**config.mk**
```make
export PLATFORM = sky130hd
export DESIGN_NAME = stack_arbiter
export DESIGN_NICKNAME = d
export VERILOG_FILES = /design/src/rtl/stack_arb_pkg.sv /design/src/rtl/stack_mem.sv /design/src/rtl/stack_arbiter.sv
export SDC_FILE = /design/constraint.sdc
export NUM_CORES = 1
export LEC_CHECK = 0
export CELL_PAD_IN_SITES_DETAIL_PLACEMENT = 1
export CELL_PAD_IN_SITES_GLOBAL_PLACEMENT = 2
export CORE_ASPECT_RATIO = 0.9
export CORE_MARGIN = 2
export CORE_UTILIZATION = 25
export DETAILED_ROUTE_END_ITERATION = 10
export PLACE_DENSITY = 0.59
export REMOVE_ABC_BUFFERS = 1
export SETUP_SLACK_MARGIN = 0.5
export SYNTH_ARGS = -nofsm -noshare
export SYNTH_HDL_FRONTEND = slang
export SYNTH_SLANG_ARGS = --single-unit
export TNS_END_PERCENT = 100
```
**constraint.sdc**
```tcl
create_clock -name clk -period 3 [get_ports clk]
set_clock_uncertainty 0.05 [all_clocks]
set_input_delay 0.3 -clock clk [delete_from_list [all_inputs] [get_ports clk]]
set_output_delay 0.3 -clock clk [all_outputs]
set_load 0.05 [all_outputs]
```
**src/rtl/stack_arb_pkg.sv**
```systemverilog
// Shared constants, op encodings and FSM state type for the two-port stack arbiter.
package stack_arb_pkg;

    localparam int unsigned DEF_DEPTH = 16;
    localparam int unsigned DEF_WIDTH = 8;

    localparam logic [1:0] OP_ILL  = 2'b00;
    localparam logic [1:0] OP_PUSH = 2'b01;
    localparam logic [1:0] OP_POP  = 2'b10;
    localparam logic [1:0] OP_PEEK = 2'b11;

    typedef enum logic [1:0] {
        S_IDLE = 2'd0,
        S_EXEC = 2'd1,
        S_RESP = 2'd2
    } state_t;

endpackage

```
**src/rtl/stack_mem.sv**
```systemverilog
// DEPTH x WIDTH stack storage: synchronous write port, combinational read port.
module stack_mem
    import stack_arb_pkg::*;
#(
    parameter int unsigned DEPTH = DEF_DEPTH,
    parameter int unsigned WIDTH = DEF_WIDTH,
    localparam int unsigned AW   = $clog2(DEPTH)
) (
    input  logic             clk,
    input  logic             we,
    input  logic [AW-1:0]    waddr,
    input  logic [WIDTH-1:0] wdata,
    input  logic [AW-1:0]    raddr,
    output logic [WIDTH-1:0] rdata
);

    logic [WIDTH-1:0] mem [DEPTH];

    // Contents are deliberately left uninitialised across reset.
    always_ff @(posedge clk) begin
        if (we) begin
            mem[waddr] <= wdata;
        end
    end

    assign rdata = mem[raddr];

endmodule

```
**src/rtl/stack_arbiter.sv**
```systemverilog
// Round-robin two-port arbiter and sequencer for a LIFO stack.
// Optional feature: define STACK_ARB_PEEK_EN to enable op 11 as PEEK.
module stack_arbiter
    import stack_arb_pkg::*;
#(
    parameter int unsigned DEPTH = DEF_DEPTH,
    parameter int unsigned WIDTH = DEF_WIDTH,
    localparam int unsigned AW   = $clog2(DEPTH),
    localparam int unsigned CW   = $clog2(DEPTH) + 1
) (
    input  logic               clk,
    input  logic               rst,
    input  logic [1:0]         req_valid,
    output logic [1:0]         req_ready,
    input  logic [3:0]         req_op,
    input  logic [2*WIDTH-1:0] req_data,
    output logic [1:0]         rsp_valid,
    input  logic [1:0]         rsp_ready,
    output logic [WIDTH-1:0]   rsp_data,
    output logic               rsp_err,
    output logic [CW-1:0]      count,
    output logic               empty,
    output logic               full,
    output logic               busy
);

    state_t           state, state_nxt;
    logic [CW-1:0]    count_nxt;
    logic             last_grant, last_grant_nxt;
    logic [1:0]       op_q, op_nxt;
    logic [WIDTH-1:0] data_q, data_nxt;
    logic             id_q, id_nxt;
    logic [1:0]       rsp_valid_nxt;
    logic [WIDTH-1:0] rsp_data_nxt;
    logic             rsp_err_nxt;
    logic             gid;
    logic             mem_we;
    logic [WIDTH-1:0] mem_rdata;

    stack_mem #(.DEPTH(DEPTH), .WIDTH(WIDTH)) u_mem (
        .clk   (clk),
        .we    (mem_we),
        .waddr (AW'(count)),
        .wdata (data_q),
        .raddr (AW'(count - CW'(1))),
        .rdata (mem_rdata)
    );

    assign empty = (count == '0);
    assign full  = (count == CW'(DEPTH));
    assign busy  = (state != S_IDLE);

    always_ff @(posedge clk) begin
        if (rst) begin
            state      <= S_IDLE;
            count      <= '0;
            last_grant <= 1'b1;
            op_q       <= OP_ILL;
            data_q     <= '0;
            id_q       <= 1'b0;
            rsp_valid  <= 2'b00;
            rsp_data   <= '0;
            rsp_err    <= 1'b0;
        end else begin
            state      <= state_nxt;
            count      <= count_nxt;
            last_grant <= last_grant_nxt;
            op_q       <= op_nxt;
            data_q     <= data_nxt;
            id_q       <= id_nxt;
            rsp_valid  <= rsp_valid_nxt;
            rsp_data   <= rsp_data_nxt;
            rsp_err    <= rsp_err_nxt;
        end
    end

    always_comb begin
        state_nxt      = state;
        count_nxt      = count;
        last_grant_nxt = last_grant;
        op_nxt         = op_q;
        data_nxt       = data_q;
        id_nxt         = id_q;
        rsp_valid_nxt  = rsp_valid;
        rsp_data_nxt   = rsp_data;
        rsp_err_nxt    = rsp_err;
        req_ready      = 2'b00;
        mem_we         = 1'b0;
        gid            = 1'b0;

        unique case (state)
            S_IDLE: begin
                if (req_valid != 2'b00) begin
                    // On a tie the requester that did not win last time goes next.
                    gid            = (req_valid == 2'b11) ? ~last_grant : req_valid[1];
                    req_ready      = gid ? 2'b10 : 2'b01;
                    op_nxt         = gid ? req_op[3:2] : req_op[1:0];
                    data_nxt       = gid ? req_data[2*WIDTH-1:WIDTH] : req_data[WIDTH-1:0];
                    id_nxt         = gid;
                    last_grant_nxt = gid;
                    state_nxt      = S_EXEC;
                end
            end
            S_EXEC: begin
                rsp_valid_nxt = id_q ? 2'b10 : 2'b01;
                rsp_data_nxt  = '0;
                rsp_err_nxt   = 1'b0;
                state_nxt     = S_RESP;
                case (op_q)
                    OP_PUSH: begin
                        if (!full) begin
                            mem_we    = 1'b1;
                            count_nxt = count + CW'(1);
                        end else begin
                            rsp_err_nxt = 1'b1;
                        end
                    end
                    OP_POP: begin
                        if (!empty) begin
                            rsp_data_nxt = mem_rdata;
                            count_nxt    = count - CW'(1);
                        end else begin
                            rsp_err_nxt = 1'b1;
                        end
                    end
`ifdef STACK_ARB_PEEK_EN
                    OP_PEEK: begin
                        if (!empty) begin
                            rsp_data_nxt = mem_rdata;
                        end else begin
                            rsp_err_nxt = 1'b1;
                        end
                    end
`endif
                    default: begin
                        rsp_err_nxt = 1'b1;
                    end
                endcase
            end
            S_RESP: begin
                if ((rsp_ready & rsp_valid) != 2'b00) begin
                    rsp_valid_nxt = 2'b00;
                    state_nxt     = S_IDLE;
                end
            end
            default: begin
                state_nxt = S_IDLE;
            end
        endcase
    end

endmodule

```
==> results.json <==
{
  "status": "completed",
  "yosys-top-cells-area": "edfxtp_1 (60%), mux4_2 (11%), dfxtp_1 (9.3%)",
  "areaGrowthSynthToFinish_pct": 23.90,
  "worstSkewPairLatency_ns": 0.43,
  "cp-startpoint": "state[0]",
  "crit_required_ns": 2.65,
  "antennaDiodeCount": 0,
  "rows": 55,
  "clock-root-buffer": "clkbuf_16",
  "hold_class": "flop to flop",
  "period_needed_ns": 2.326,
  "reg2regPathDepth": 7,
  "ys_async_sr_fraction": 0,
  "dp_cells": 778,
  "final_util": 0.3165,
  "vias": 3623,
  "dr_wl_met3_um": 769,
  "wl_met1_um": 7279,
  "synth.distinct_cells": 46,
  "powerDensity_mw_per_mm2": 636.5,
  "fin_crit_sh": 0.7753,
  "port_buffers": 46,
  "die_h_um": 156.2,
  "power.leakage_uw": 0.002516,
  "place_area_mm2": 0.007417,
  "synth_top_cell_by_area": "edfxtp_1",
  "ant_nets": 0,
  "syn_area_mm2": 0.006435,
  "die_w_um": 173.1,
  "cap_violations": 0,
  "slew_headroom": 0.3939,
  "max_freq_mhz": 429.9,
  "multiInputGateArea_mm2": 0.001872,
  "grt_usage": 0.1212,
  "ys_seq_elements": 158,
  "synth_top_area_share": 0.5973,
  "cts_max_level": 4,
  "avgSynthCellArea_um2": 16.58,
  "r2r_end": "count[3]",
  "drc": 0,
  "grt_pass1_wl_um": 24240,
  "tightest_slew_ns": 0.9064,
  "core-area_mm2": 0.02519,
  "finish.instance_area_mm2": 0.007973,
  "nets": 489,
  "clk_pin_slew_ns": 0.07,
  "peakVddDrop_mv": 0.3592,
  "cts_tree": "built",
  "routed_via_density": 4.467,
  "drt-total-wl_um": 15600,
  "cts_buffers": 17,
  "stdcell_count": 811,
  "cp_max_fo": 10,
  "grt_overflow": 0,
  "met2WireLength_um": 7360,
  "r2r-start": "count[1]",
  "ys_warn_count": 0,
  "dpl.hpwl_um": 10570,
  "drtPass1Iterations": 4,
  "drive_gt1_frac": 0.2345,
  "die_area_mm2": 0.02704,
  "worstPathArrival_ns": 1.98,
  "gp_congestion": 0.7408,
  "yosysMostFrequentCell": "edfxtp_1",
  "cp-start-kind": "flop",
  "synth.top_cells.by_count": "edfxtp_1 (128), mux4_2 (32), a21oi_1 (30), dfxtp_1 (30), nor2_1 (25)",
  "hold_viol_final": 0,
  "boundaryPins": 47,
  "syn_inst": 388,
  "holdBufCountCts": 0,
  "yosysSeqAreaShare": 0.6906,
  "synthFlopType": "edfxtp_1",
  "nFillCells": 2667,
  "seq_area_mm2": 0.004447,
  "grt_max_degree": 41,
  "rsz0062_at_grt": "false",
  "critPathCapture": "busy",
  "path_class": "flop to primary output",
  "cts_sinks": 158,
  "r2r_slack_ns": 0.72,
  "setup_violations": 0,
  "wl_per_cell_um": 19.23,
  "cts_buffer_depth": 2,
  "end_kind": "primary output",
  "drt_iter0_markers": 267,
  "maxSlewViolCount": 0,
  "grt_pass1_vias": 4016,
  "antenna_found_initial": 0,
  "synth_edf_count": 128,
  "topRoutingLayerUsed": "met4",
  "start_util": 0.2555
}
==> critical path, stage by stage (launching register included) <==
cell             delay [ns]
dfxtp_1                0.49
nor2_1                 0.11
inv_1                  0.13
clkdlybuf4s50_1        0.82
==> cell type report <==
cell class                 instances  area share
sequential                       158      0.5578
multi-input combinational        203      0.2348
timing repair buffer              71     0.08380
clock buffer                      18     0.05383
tap                              342     0.05367
clock inverter                    14     0.01381
inverter                           5    0.002354
==> repair_timing <==
| action | CTS | global route |
|---|---|---|
| setup buffers | 1 | 0 |
| gates cloned | 0 | 0 |
| gates resized for setup | 13 | 2 |
| endpoints found under the setup margin | 108 | 20 |
| pin swaps | 0 | 1 |
==> metrics by stage <==
stage	hold WS, ns	TNS, ns	worst slack (ns)	total power (uW)
final	0.4282	0	0.6741	5075
after CTS	0.4342	0	0.5502	5163
after detailed placement	0.4112	0	0.4028	3155
after global routing	0.4602	0	0.5678	5290
after global placement	0.4129	0	0.4517	3141
after floorplan	0.3191	-165.27	-1.556	2900
==> metal layers <==
layer / up-vias / global-route usage
met1: 1860 / 0.1597
met3: 14 / 0.02924
met2: 71 / 0.1954
met4: 0 / 0.04358
li1: 1678 / -
met5: - / 0
==> sequential cells by signal (all words and copies together), names as in the netlist <==
| signal | count |
|---|---|
| count | 5 |
| data_q | 8 |
| id_q | 1 |
| last_grant | 1 |
| op_q | 2 |
| rsp_data | 8 |
| rsp_err | 1 |
| rsp_valid | 2 |
| state | 2 |
| u_mem.mem | 128 |
==> worst min path at each step <==
| stage | end | startpoint | slack, ns | depth (start not counted) |
|---|---|---|---|---|
| 4_1_cts | last_grant | last_grant | 0.43 | 1 |
| 2_1_floorplan | count[0] | rst | 0.32 | 1 |
| 3_5_place_dp | last_grant | last_grant | 0.41 | 1 |
| 5_1_grt | last_grant | last_grant | 0.46 | 1 |
| 6_report | last_grant | last_grant | 0.43 | 1 |
| 3_3_place_gp | last_grant | last_grant | 0.41 | 1 |
==> cells by family after synthesis <==
logic type               count (synthesis)  share of synthesized area
XOR/XNOR                                 2                   0.005640
AO/OA/AOI/OAI                           71                    0.07389
buffers and inverters                   27                    0.01964
AND/OR/NAND/NOR                         78                    0.06397
adder cells (fa/ha/maj)                  7                    0.01361
flip-flops                             158                     0.6906
multiplexers                            45                     0.1326
==> power breakdown <==
part	internal, uW	switching (uW)	leakage [uW]	total, uW
clock	1070	908	0.000265	1980
combinational	257	314	0.000840	571
sequential	2430	89.6	0.00141	2520
total	3760	1310	0.00252	5070
==> cell usage in the layout (no fill, tap or decap), types with 4 or more instances in the layout <==
cell	netlist	layout
ha_1	7	6
clkdlybuf4s50_1	0	40
nand2_1	24	24
mux2i_1	11	11
buf_4	3	24
a31o_2	8	8
nor2_1	25	25
nor3_1	6	6
inv_1	5	5
dfxtp_1	30	28
clkbuf_16	0	17
clkinv_2	0	4
mux4_2	32	32
a22oi_1	17	17
o21ai_0	4	4
edfxtp_1	128	128
a21oi_1	30	30
(Power assumes the default switching activity.)
